--- src/rtl/mem_port_arbiter.sv ---
// Two-port arbiter for the shared instruction/data memory port.
// Picks a winner (round-robin or fixed priority with starvation guard) and runs one memory access per grant.
module mem_port_arbiter #(
    parameter int XLEN         = 32,
    parameter bit FIXED_PRIO   = 1'b0,
    parameter int STARVE_LIMIT = 4
) (
    input  logic            clk,
    input  logic            reset,
    input  logic            m0_req,
    input  logic            m0_we,
    input  logic [XLEN-1:0] m0_adr,
    input  logic [XLEN-1:0] m0_wd,
    output logic            m0_ack,
    output logic [XLEN-1:0] m0_rd,
    input  logic            m1_req,
    input  logic            m1_we,
    input  logic [XLEN-1:0] m1_adr,
    input  logic [XLEN-1:0] m1_wd,
    output logic            m1_ack,
    output logic [XLEN-1:0] m1_rd,
    output logic [XLEN-1:0] mem_adr,
    output logic [XLEN-1:0] mem_wd,
    output logic            mem_we,
    input  logic [XLEN-1:0] mem_rd,
    output logic            busy
);

    localparam logic [3:0] LIMIT = STARVE_LIMIT[3:0];

    typedef enum logic [1:0] {IDLE = 2'd0, ACCESS = 2'd1, DONE = 2'd2} state_t;

    state_t          state_r, state_nxt_s;
    logic            owner_r, owner_nxt_s;
    logic            rr_last_r, rr_last_nxt_s;
    logic [3:0]      starve_cnt_r, starve_cnt_nxt_s;
    logic [XLEN-1:0] mem_adr_nxt_s, mem_wd_nxt_s, m0_rd_nxt_s, m1_rd_nxt_s;
    logic            mem_we_nxt_s, m0_ack_nxt_s, m1_ack_nxt_s, busy_nxt_s;
    logic            any_req_s, both_req_s, win_s;

    assign any_req_s  = m0_req | m1_req;
    assign both_req_s = m0_req & m1_req;

    // Winner selection; only meaningful in IDLE.
    always_comb begin
        win_s = 1'b0;
        if (both_req_s) begin
            if (FIXED_PRIO) begin
                win_s = (starve_cnt_r == LIMIT);
            end else begin
                win_s = ~rr_last_r;
            end
        end else if (m1_req) begin
            win_s = 1'b1;
        end else begin
            win_s = 1'b0;
        end
    end

    // State register.
    always_ff @(posedge clk or posedge reset) begin
        if (reset) begin
            state_r <= IDLE;
        end else begin
            state_r <= state_nxt_s;
        end
    end

    // Next-state logic.
    always_comb begin
        state_nxt_s = IDLE;
        case (state_r)
            IDLE:    state_nxt_s = any_req_s ? ACCESS : IDLE;
            ACCESS:  state_nxt_s = DONE;
            DONE:    state_nxt_s = IDLE;
            default: state_nxt_s = IDLE;
        endcase
    end

    // Output/datapath next values; acks default low so they pulse for exactly one cycle.
    always_comb begin
        mem_adr_nxt_s    = mem_adr;
        mem_wd_nxt_s     = mem_wd;
        mem_we_nxt_s     = 1'b0;
        m0_rd_nxt_s      = m0_rd;
        m1_rd_nxt_s      = m1_rd;
        m0_ack_nxt_s     = 1'b0;
        m1_ack_nxt_s     = 1'b0;
        owner_nxt_s      = owner_r;
        rr_last_nxt_s    = rr_last_r;
        starve_cnt_nxt_s = starve_cnt_r;
        busy_nxt_s       = 1'b0;
        case (state_r)
            IDLE: begin
                if (any_req_s) begin
                    mem_adr_nxt_s = win_s ? m1_adr : m0_adr;
                    mem_wd_nxt_s  = win_s ? m1_wd  : m0_wd;
                    mem_we_nxt_s  = win_s ? m1_we  : m0_we;
                    owner_nxt_s   = win_s;
                    rr_last_nxt_s = win_s;
                    busy_nxt_s    = 1'b1;
                    if (!FIXED_PRIO) begin
                        starve_cnt_nxt_s = 4'd0;
                    end else if (win_s) begin
                        starve_cnt_nxt_s = 4'd0;
                    end else if (both_req_s && (starve_cnt_r != LIMIT)) begin
                        starve_cnt_nxt_s = starve_cnt_r + 4'd1;
                    end else begin
                        starve_cnt_nxt_s = starve_cnt_r;
                    end
                end else begin
                    busy_nxt_s = 1'b0;
                end
            end
            ACCESS: begin
                busy_nxt_s = 1'b1;
                if (owner_r) begin
                    m1_rd_nxt_s  = mem_rd;
                    m1_ack_nxt_s = 1'b1;
                end else begin
                    m0_rd_nxt_s  = mem_rd;
                    m0_ack_nxt_s = 1'b1;
                end
            end
            DONE: begin
                busy_nxt_s = 1'b0;
            end
            default: begin
                busy_nxt_s = 1'b0;
            end
        endcase
    end

    // Datapath and output registers; reset also kills an in-flight write strobe.
    always_ff @(posedge clk or posedge reset) begin
        if (reset) begin
            mem_adr    <= {XLEN{1'b0}};
            mem_wd     <= {XLEN{1'b0}};
            mem_we     <= 1'b0;
            m0_rd      <= {XLEN{1'b0}};
            m1_rd      <= {XLEN{1'b0}};
            m0_ack     <= 1'b0;
            m1_ack     <= 1'b0;
            owner_r    <= 1'b0;
            rr_last_r  <= 1'b1;
            starve_cnt_r <= 4'd0;
            busy       <= 1'b0;
        end else begin
            mem_adr    <= mem_adr_nxt_s;
            mem_wd     <= mem_wd_nxt_s;
            mem_we     <= mem_we_nxt_s;
            m0_rd      <= m0_rd_nxt_s;
            m1_rd      <= m1_rd_nxt_s;
            m0_ack     <= m0_ack_nxt_s;
            m1_ack     <= m1_ack_nxt_s;
            owner_r    <= owner_nxt_s;
            rr_last_r  <= rr_last_nxt_s;
            starve_cnt_r <= starve_cnt_nxt_s;
            busy       <= busy_nxt_s;
        end
    end

endmodule

--- config.mk ---
export PLATFORM = sky130hd
export DESIGN_NAME = mem_port_arbiter
export DESIGN_NICKNAME = d
export VERILOG_FILES = /design/src/rtl/mem_port_arbiter.sv
export SDC_FILE = /design/constraint.sdc
export NUM_CORES = 1
export LEC_CHECK = 0
export CORE_MARGIN = 2
export CORE_UTILIZATION = 44
export DETAILED_ROUTE_END_ITERATION = 16
export MAX_ROUTING_LAYER = met4
export PLACE_DENSITY = 0.92
export SKIP_CTS_REPAIR_TIMING = 1
export SLEW_MARGIN = 10
export SYNTH_ARGS = -nofsm -noshare
export SYNTH_HDL_FRONTEND = slang
export SYNTH_SLANG_ARGS = --single-unit
--- constraint.sdc ---
create_clock -name clk -period 9.7 [get_ports clk]
set_input_delay 2.91 -clock clk [delete_from_list [all_inputs] [get_ports clk]]
set_output_delay 2.91 -clock clk [all_outputs]
set_load 0.05 [all_outputs]
==> results of run 1 <==
worst max-delay path, stage by stage:
cell and delay (ns):
clkdlybuf4s50_1 0.64, nor2_4 0.04, buf_4 0.32, nor3_4 0.32
buf_4 0.60, mux2_2 0.40
power groups by stage:
| stage | clock [uW] | sequential, uW | combinational [uW] |
|---|---|---|---|
| 2_1_floorplan | 0 | 1990 | 663 |
| 3_3_place_gp | 0 | 1080 | 2290 |
| 3_5_place_dp | 0 | 1100 | 2340 |
| 4_1_cts | 659 | 1110 | 2360 |
| 5_1_grt | 684 | 1150 | 2440 |
| 6_report | 651 | 1120 | 2350 |
final cells by class:
cell class,instances,area (um2),share of cell area (%)
Inverter,2,10.01,0.1046
Timing Repair Buffer,301,3003,31.39
Sequential cell,136,3407,35.62
Clock inverter,11,120.1,1.256
Multi-Input combinational cell,270,2325,24.30
Clock buffer,21,480.5,5.023
Tap cell,176,220.2,2.302
state kept, by name, summed over array words and instances, names as in the netlist:
| signal | flops |
|---|---|
| state_r | 2 |
| owner_r | 1 |
| mem_we | 1 |
| mem_wd | 32 |
| m1_rd | 32 |
| m1_ack | 1 |
| m0_rd | 32 |
| busy | 1 |
| m0_ack | 1 |
| rr_last_r | 1 |
| mem_adr | 32 |
cells in the mapped netlist, drive strengths merged:
cell / count
buf: 22
nand2: 67
nor3: 2
mux2: 66
dfrtp: 135
a2111oi: 64
a21boi: 2
nor2: 2
dfstp: 1
a2bb2oi: 64
clkbuf: 27
a21bo: 1
inv: 2
and2b: 2
metal layers:
metal  up-vias  track usage [%]
met5         -                -
met1      2579            32.67
met2       322            45.41
li1       2299                -
met3        49            9.953
met4         0            10.90
worst min path at each step:
stage	from	slack (ns)	end
global placement	m1_rd[9]$_DFFE_PP0P_	0.47	m1_rd[9]$_DFFE_PP0P_
finish	m1_rd[17]$_DFFE_PP0P_	0.50	m1_rd[17]$_DFFE_PP0P_
CTS	m1_rd[17]$_DFFE_PP0P_	0.50	m1_rd[17]$_DFFE_PP0P_
global route	m1_rd[12]$_DFFE_PP0P_	0.52	m1_rd[12]$_DFFE_PP0P_
detailed placement	m1_rd[21]$_DFFE_PP0P_	0.48	m1_rd[21]$_DFFE_PP0P_
floorplan	owner_r$_DFFE_PP0P_	0.52	owner_r$_DFFE_PP0P_
metrics by stage:
stage | utilization [%] | power (uW) | hold WS (ns)
floorplan | - | 2652 | 0.5165
detailed placement | 67.65 | 3439 | 0.4814
global placement | 67.65 | 3379 | 0.4743
finish | 72.23 | 4115 | 0.4970
CTS | 72.18 | 4128 | 0.5023
global route | 72.23 | 4270 | 0.5168
cells by family (layout without fill, tap and decap cells):
| kind of cell | Yosys count | after routing | synth area share [%] |
|---|---|---|---|
| flops | 136 | 136 | 56.92 |
| compound gates | 131 | 131 | 19.16 |
| simple gates | 73 | 73 | 5.021 |
| mux | 66 | 66 | 14.25 |
| buf+inv | 51 | 335 | 4.644 |
==> flow_summary.toml, run 1 <==
[cells_and_area]
nets = 894
fin_cells = 917
fillers = 814
syn2layout_area_growth_pct = 59.94
drive_above_1_share_pct = 13.23
final_common_cell = "clkdlybuf4s50_1"
most-common-layout-cells = "297 x clkdlybuf4s50_1, 133 x dfrtp_1, 66 x nand2_1"
num_antenna_cells = 0
fin_area_um2 = 9565

[sta]
slew_headroom_pct = 23.28
final.setup.worst_slack_ns = 4.738
fin_crit_sh_pct = 51.15
hold_violations = 0
fin_skew_ns = 0.006269
fmax_mhz = 201.5
finalSetupTns_ns = 0
setup_violations = 0
rsz0062_at_grt = "false"
drv_slew = 0
tightestPinTransition_ns = 1.151
min_period_ns = 4.962

[die]
dieWidth_um = 120.6
initial_utilization_pct = 45.16
fp.dieH_um = 120.6
rows = 42
core_area_um2 = 13240
die_area_um2 = 14540
ios = 298

[routing]
vias = 5249
wl_per_cell_um = 21.59
drt_iter0_drc = 492
wl_mm = 19.80
dr_wl_met3_mm = 2.038
wl_met2_mm = 9.827
highest_layer = "met4"
met1_length_mm = 7.350
ant_nets = 0
drc_errors = 0
first_pass_iters = 5
vias_per_cell = 5.724

[flow_run]
cap_violations = 0

[worst_hold_path]
whs_path_depth = 1
min_path_type = "reg2reg"

[placed_design]
dp_hpwl_mm = 12.68
portBuffers = 297
dp_cells = 885
dp_slack_ns = 4.379
post_dp_cell_area_um2 = 8959
gp_congestion = 0.8596

[grt]
grt_pass1_vias = 5503
grt_max_degree = 72
grt_usage_pct = 28.25
overflow = 0
grt_pass1_wl_mm = 30.61
antenna_found_initial = 0

[logic_synthesis]
synth_top_area_cell = "dfrtp_1"
avgSynthCellArea_um2 = 13.09
ys_types = 23
synth_area_leaders = "dfrtp_1 56%, a2111oi_0 9.4%, a2bb2oi_1 9.4%"
ys_seq_area_share_pct = 56.92
synth_top_area_share_pct = 56.49
synth-seq-cells = 136
yosys_warnings = 0
synth_nets = 623
syn_area_um2 = 5981
synthCells = 457

[critical_path]
cp-start-kind = "input pin"
r2r-start = "state_r[0]$_DFF_PP0_"
startpoint = "m0_req"
r2r_setup_slack_ns = 6.89
cp_max_fo = 65
worstSetupEndpoint = "rr_last_r$_DFFE_PP1P_"
path_class = "in2reg"
arrival_ns = 5.30
rr_worst_depth = 3
rr_endpoint = "m0_rd[29]$_DFFE_PP0P_"
crit_path_end_kind = "flip-flop"
worstPathRequired_ns = 10.04

[pwr]
p_leak_uw = 0.003882
p_comb_share_pct = 57.0
p_int_uw = 2180
power_density_nw_per_um2 = 430.2
swShare_pct = 47.03
vdd_drop_max_uv = 329.0
seq_power_share_pct = 27.2
power.share.clock_pct = 15.8
switchingPower_uw = 1935

[clocking]
cts_max_level = 4
numClockSinks = 136
clk_path_buf_depth = 2
cts_root_buf = "clkbuf_16"
clk_pin_slew_ns = 0.06
numCtsBuffers = 17
insertion_delay_ns = 0.42
cts_tree = "done"

[outcome]
run_status = "complete, no violations"
(Power assumes the default switching activity.)
==> run 2, diff against run 1 <==
--- a/config.mk
+++ b/config.mk
@@ -6,10 +6,10 @@
 export NUM_CORES = 1
 export LEC_CHECK = 0
 export CORE_MARGIN = 2
-export CORE_UTILIZATION = 44
+export CORE_UTILIZATION = 37
 export DETAILED_ROUTE_END_ITERATION = 16
 export MAX_ROUTING_LAYER = met4
-export PLACE_DENSITY = 0.92
+export PLACE_DENSITY = 0.83
 export SKIP_CTS_REPAIR_TIMING = 1
 export SLEW_MARGIN = 10
 export SYNTH_ARGS = -nofsm -noshare
==> constraint.sdc (replaced) <==
create_clock -name clk -period 4.2 [get_ports clk]
set_input_delay 1.26 -clock clk [delete_from_list [all_inputs] [get_ports clk]]
set_output_delay 1.26 -clock clk [all_outputs]
set_load 0.05 [all_outputs]
==> run 2 against run 1 <==
Compared with the run above:
- sequential cell count unchanged
- utilization decreased by 11 points
- sequential share of layout area decreased by 0.47 points
- setup slack got worse by 3.7 ns
- combinational power increased by 130%
- count of clock-buffer cells in the layout decreased by 4
- critical path type unchanged
- largest power group unchanged
==> flow_summary.toml, run 2 (synthesis gave the netlist of run 1 again) <==
[routing]
ant_nets = 0
wl_per_cell_um = 19.85
vias_per_cell = 5.402
drc_errors = 0
drt_iter0_drc = 228
vias = 5191
first_pass_iters = 4
wl_mm = 19.07

[pwr]
seq_power_share_pct = 26.1
power_density_nw_per_um2 = 983.1
swShare_pct = 46.91
p_int_uw = 5059
vdd_drop_max_uv = 806.2
p_comb_share_pct = 57.5
power.share.clock_pct = 16.3
switchingPower_uw = 4470
p_leak_uw = 0.003911

[cells_and_area]
syn2layout_area_growth_pct = 62.07
fin_cells = 961
most-common-layout-cells = "297 x clkdlybuf4s50_1, 133 x dfrtp_1, 66 x nand2_1"
drive_above_1_share_pct = 13.69
final_common_cell = "clkdlybuf4s50_1"
num_antenna_cells = 0
nets = 898
fillers = 1213
final_util_pct = 61.24

[critical_path]
worstPathRequired_ns = 4.52
startpoint = "m1_req"
arrival_ns = 3.51
path_class = "in2reg"
cp-start-kind = "input pin"
crit_path_end_kind = "flip-flop"
r2r-start = "state_r[0]$_DFF_PP0_"
cp_max_fo = 37

[placed_design]
dp_cells = 929
gp_congestion = 0.8829
dp_slack_ns = 0.6696
dp_hpwl_mm = 12.97
portBuffers = 297

[worst_hold_path]
min_path_type = "reg2reg"
min_from = "m1_rd[24]$_DFFE_PP0P_"

[sta]
fmax_mhz = 312.6
tightestPinTransition_ns = 1.206
drv_slew = 0
slew_headroom_pct = 19.60
fin_crit_sh_pct = 76.17
final.setup.worst_slack_ns = 1.001
whs_ns = 0.4964
min_period_ns = 3.199
rsz0062_at_grt = "false"
finalSetupTns_ns = 0
hold_violations = 0
fin_skew_ns = 0.008655
setup_violations = 0

[die]
fp.dieH_um = 131.1
core_area_um2 = 15830
initial_utilization_pct = 37.79
ios = 298
dieWidth_um = 131.1
rows = 46
die_area_um2 = 17200

[clocking]
numClockSinks = 136
cts_max_level = 4
cts_tree = "done"
clk_pin_slew_ns = 0.06
cts_root_buf = "clkbuf_16"
insertion_delay_ns = 0.41
numCtsBuffers = 17
clk_path_buf_depth = 2

[flow_run]
cap_violations = 0

[grt]
antenna_found_initial = 0
overflow = 0
grt_pass1_vias = 5619
grt_max_degree = 68
grt_pass1_wl_mm = 30.76
grt_usage_pct = 23.13

[outcome]
run_status = "complete, no violations"
-- run 2: final timing paths --
path / to / slack (ns) / cells after the start
min in group asynchronous: mem_wd[28]$_DFFE_PP0P_ / 1.36 / 2
max reg2reg: m0_rd[31]$_DFFE_PP0P_ / 1.30 / 3
min reg2reg: m1_rd[24]$_DFFE_PP0P_ / 0.50 / 1
max: mem_adr[15]$_DFFE_PP0P_ / 1.00 / 5
max in group asynchronous: m1_rd[25]$_DFFE_PP0P_ / 2.07 / 3
min: m1_rd[24]$_DFFE_PP0P_ / 0.50 / 1
-- run 2: final cells by class --
cell class	count	area (um2)	share of cell area, %
clock buffers	17	425.4	4.389
well taps	216	270.3	2.788
clock inverters	15	190.2	1.962
multi-input cells	270	2318	23.92
repair buffers	305	3070	31.68
flip-flops and latches	136	3407	35.15
inverters	2	11.26	0.1162
-- run 2: per-stage QoR --
stage	total power (uW)	area, um2
global placement	7842	9077
CTS	9600	9693
global route	9934	9693
floorplan	6126	5984
detailed placement	7979	9077
finish	9529	9693
-- run 2: power by group through the flow --
stage / registers [uW] / logic (uW) / clock network [uW]
3_5_place_dp: 2490 / 5490 / 0
5_1_grt: 2570 / 5700 / 1660
6_report: 2490 / 5480 / 1560
4_1_cts: 2490 / 5510 / 1600
2_1_floorplan: 4590 / 1530 / 0
3_3_place_gp: 2450 / 5390 / 0
-- run 2: routing by layer --
metal | track usage, % | vias up | routed length, um
met5 | - | - | 0
met4 | 8.394 | 0 | 381
met3 | 7.330 | 30 | 1663
met2 | 36.87 | 295 | 9162
met1 | 27.74 | 2561 | 7866
li1 | - | 2305 | -
-- run 2: worst max-delay path: stages --
cell and delay, ns:
clkdlybuf4s50_1 0.58, a21boi_4 0.69, buf_4 0.46, a2111oi_0 0.22, a2bb2oi_1 0.27
==> run 3, diff against run 2 <==
==> constraint.sdc (replaced) <==
create_clock -name clk -period 2.7 [get_ports clk]
set_input_delay 0.81 -clock clk [delete_from_list [all_inputs] [get_ports clk]]
set_output_delay 0.81 -clock clk [all_outputs]
set_load 0.05 [all_outputs]
==> run 3 against run 2 <==
Compared with the run above:
- non-clock buffer count grew 5
- cell count grew 0.52%
- count of clock-buffer cells in the layout grew 6
- sequential share of layout area shrank 0.36 points
- first-iteration DRC count shrank 39%
- critical path type is now reg2out
- critical endpoint is now mem_adr[10]
==> flow_summary.toml, run 3 (synthesis gave the netlist of run 1 again) <==
[outcome]
run_status = "complete, no violations"

[grt]
overflow = 0
grt_pass1_wl_mm = 30.94
met2_usage_pct = 36.40
grt-busiest-layer = "met2"
antenna_found_initial = 0
grt_usage_pct = 23.17
grt_max_degree = 66
use_met1_pct = 26.74
met3_usage_pct = 9.028
grt_pass1_vias = 5712

[sta]
min_period_ns = 2.445
setup_violations = 0
hold_violations = 0
tightestPinTransition_ns = 0.6862
fin_crit_sh_pct = 90.56
rsz0062_at_grt = "false"
fin_skew_ns = 0.008726
slew_headroom_pct = 54.15
fmax_mhz = 409.0
drv_slew = 0

[pwr]
p_int_uw = 7998
seq_power_share_pct = 25.9
power.share.clock_pct = 16.2
vdd_drop_max_uv = 1081
finalPower_uw = 14900
switchingPower_uw = 6899
p_comb_share_pct = 57.9
power_density_nw_per_um2 = 1521
swShare_pct = 46.31
p_leak_uw = 0.003952

[placed_design]
dp_hpwl_mm = 13.35
dp_cells = 934
portBuffers = 297
gp_congestion = 0.8851

[critical_path]
worstPathRequired_ns = 1.89
crit_path_end_kind = "output port"
slowest_stage = "clkdlybuf4s50_1"
cp_max_fo = 2
path_buf_inv = 1
path_cells = "clkdlybuf4s50_1"
cp.depth = 1
path_class = "reg2out"
r2r_setup_slack_ns = 0.74
arrival_ns = 1.64
cp_top_family = "buffers and inverters"
rr_worst_depth = 4
cp-start-kind = "flip-flop"
cp_slowest_stage_delay_ns = 0.86

[cells_and_area]
final_common_cell = "clkdlybuf4s50_1"
num_antenna_cells = 0
syn2layout_area_growth_pct = 63.77
fin_cells = 966
drive_above_1_share_pct = 13.87
nets = 903
most-common-layout-cells = "297 x clkdlybuf4s50_1, 133 x dfrtp_1, 66 x nand2_1"
final_util_pct = 61.88

[die]
rows = 46
ios = 298
die_area_um2 = 17200
core_area_um2 = 15830
dieWidth_um = 131.1
initial_utilization_pct = 37.79
fp.dieH_um = 131.1

[clocking]
cts_max_level = 4
cts_root_buf = "clkbuf_16"
cts_tree = "done"
numCtsBuffers = 17
clk_pin_slew_ns = 0.06
numClockSinks = 136
clk_path_buf_depth = 2
insertion_delay_ns = 0.41

[routing]
vias = 5135
wl_mm = 19.10
first_pass_iters = 4
drt_iter0_drc = 139
drc_errors = 0
wl_per_cell_um = 19.77
ant_nets = 0
vias_per_cell = 5.316

[worst_hold_path]
whs_path_depth = 1
min_path_type = "reg2reg"

[flow_run]
cap_violations = 0
## run 3: cell types whose count changed in the layout (fill, tap and decap cells not counted), sizes merged
| cell | change |
|---|---|
| clkbuf | +6 |
| inv | -5 |
| clkinv | -1 |
| buf | +5 |
## run 3: power groups by stage
stage	logic (uW)	registers [uW]	clock network (uW)
after detailed placement	8680	3840	0
after global placement	8510	3800	0
final	8630	3860	2410
after floorplan	2380	7150	0
after CTS	8690	3860	2470
after global routing	8980	3990	2570
## run 3: metrics by stage
stage,setup WS [ns],hold slack [ns],setup TNS (ns),instance area [um2]
4_1_cts,0.2235,0.4978,0,9794
3_5_place_dp,-0.02558,0.4868,-0.4328,9178
6_report,0.2548,0.4958,0,9794
3_3_place_gp,0.05071,0.4738,0,9178
5_1_grt,0.1903,0.5244,0,9794
2_1_floorplan,0.1977,0.5165,0,5984
## run 3: final cells by class
cell class | count | area [um2]
fill | 1201 | 6033
clock buffer | 23 | 478.0
sequential | 136 | 3407
timing repair buffer | 310 | 3171
tap | 216 | 270.3
multi-input combinational | 270 | 2318
clock inverter | 9 | 138.9
inverter | 2 | 11.26
## run 3: worst register-to-register path, delay by kind of cell (launching register included)
kind,cells,cell delay (ns)
DFF,1,0.71
and+or+nand+nor,2,0.34
buffers and inverters,1,0.38
muxes,1,0.42
## run 3: path summary, 6_finish.rpt
kind / start / endpoint
worst min register to register: m1_rd[22]$_DFFE_PP0P_ / m1_rd[22]$_DFFE_PP0P_
worst max register to register: state_r[1]$_DFF_PP0_ / m1_rd[30]$_DFFE_PP0P_
max in group asynchronous: reset / mem_adr[26]$_DFFE_PP0P_
worst min-delay path: m1_rd[22]$_DFFE_PP0P_ / m1_rd[22]$_DFFE_PP0P_
worst max-delay path: mem_adr[10]$_DFFE_PP0P_ / mem_adr[10]
min in group asynchronous: reset / m1_rd[18]$_DFFE_PP0P_
## run 3: layer usage
layer	wire length, um	vias up
met5	0	-
met4	592	0
met3	1631	40
met2	9232	267
met1	7640	2519
li1	-	2309
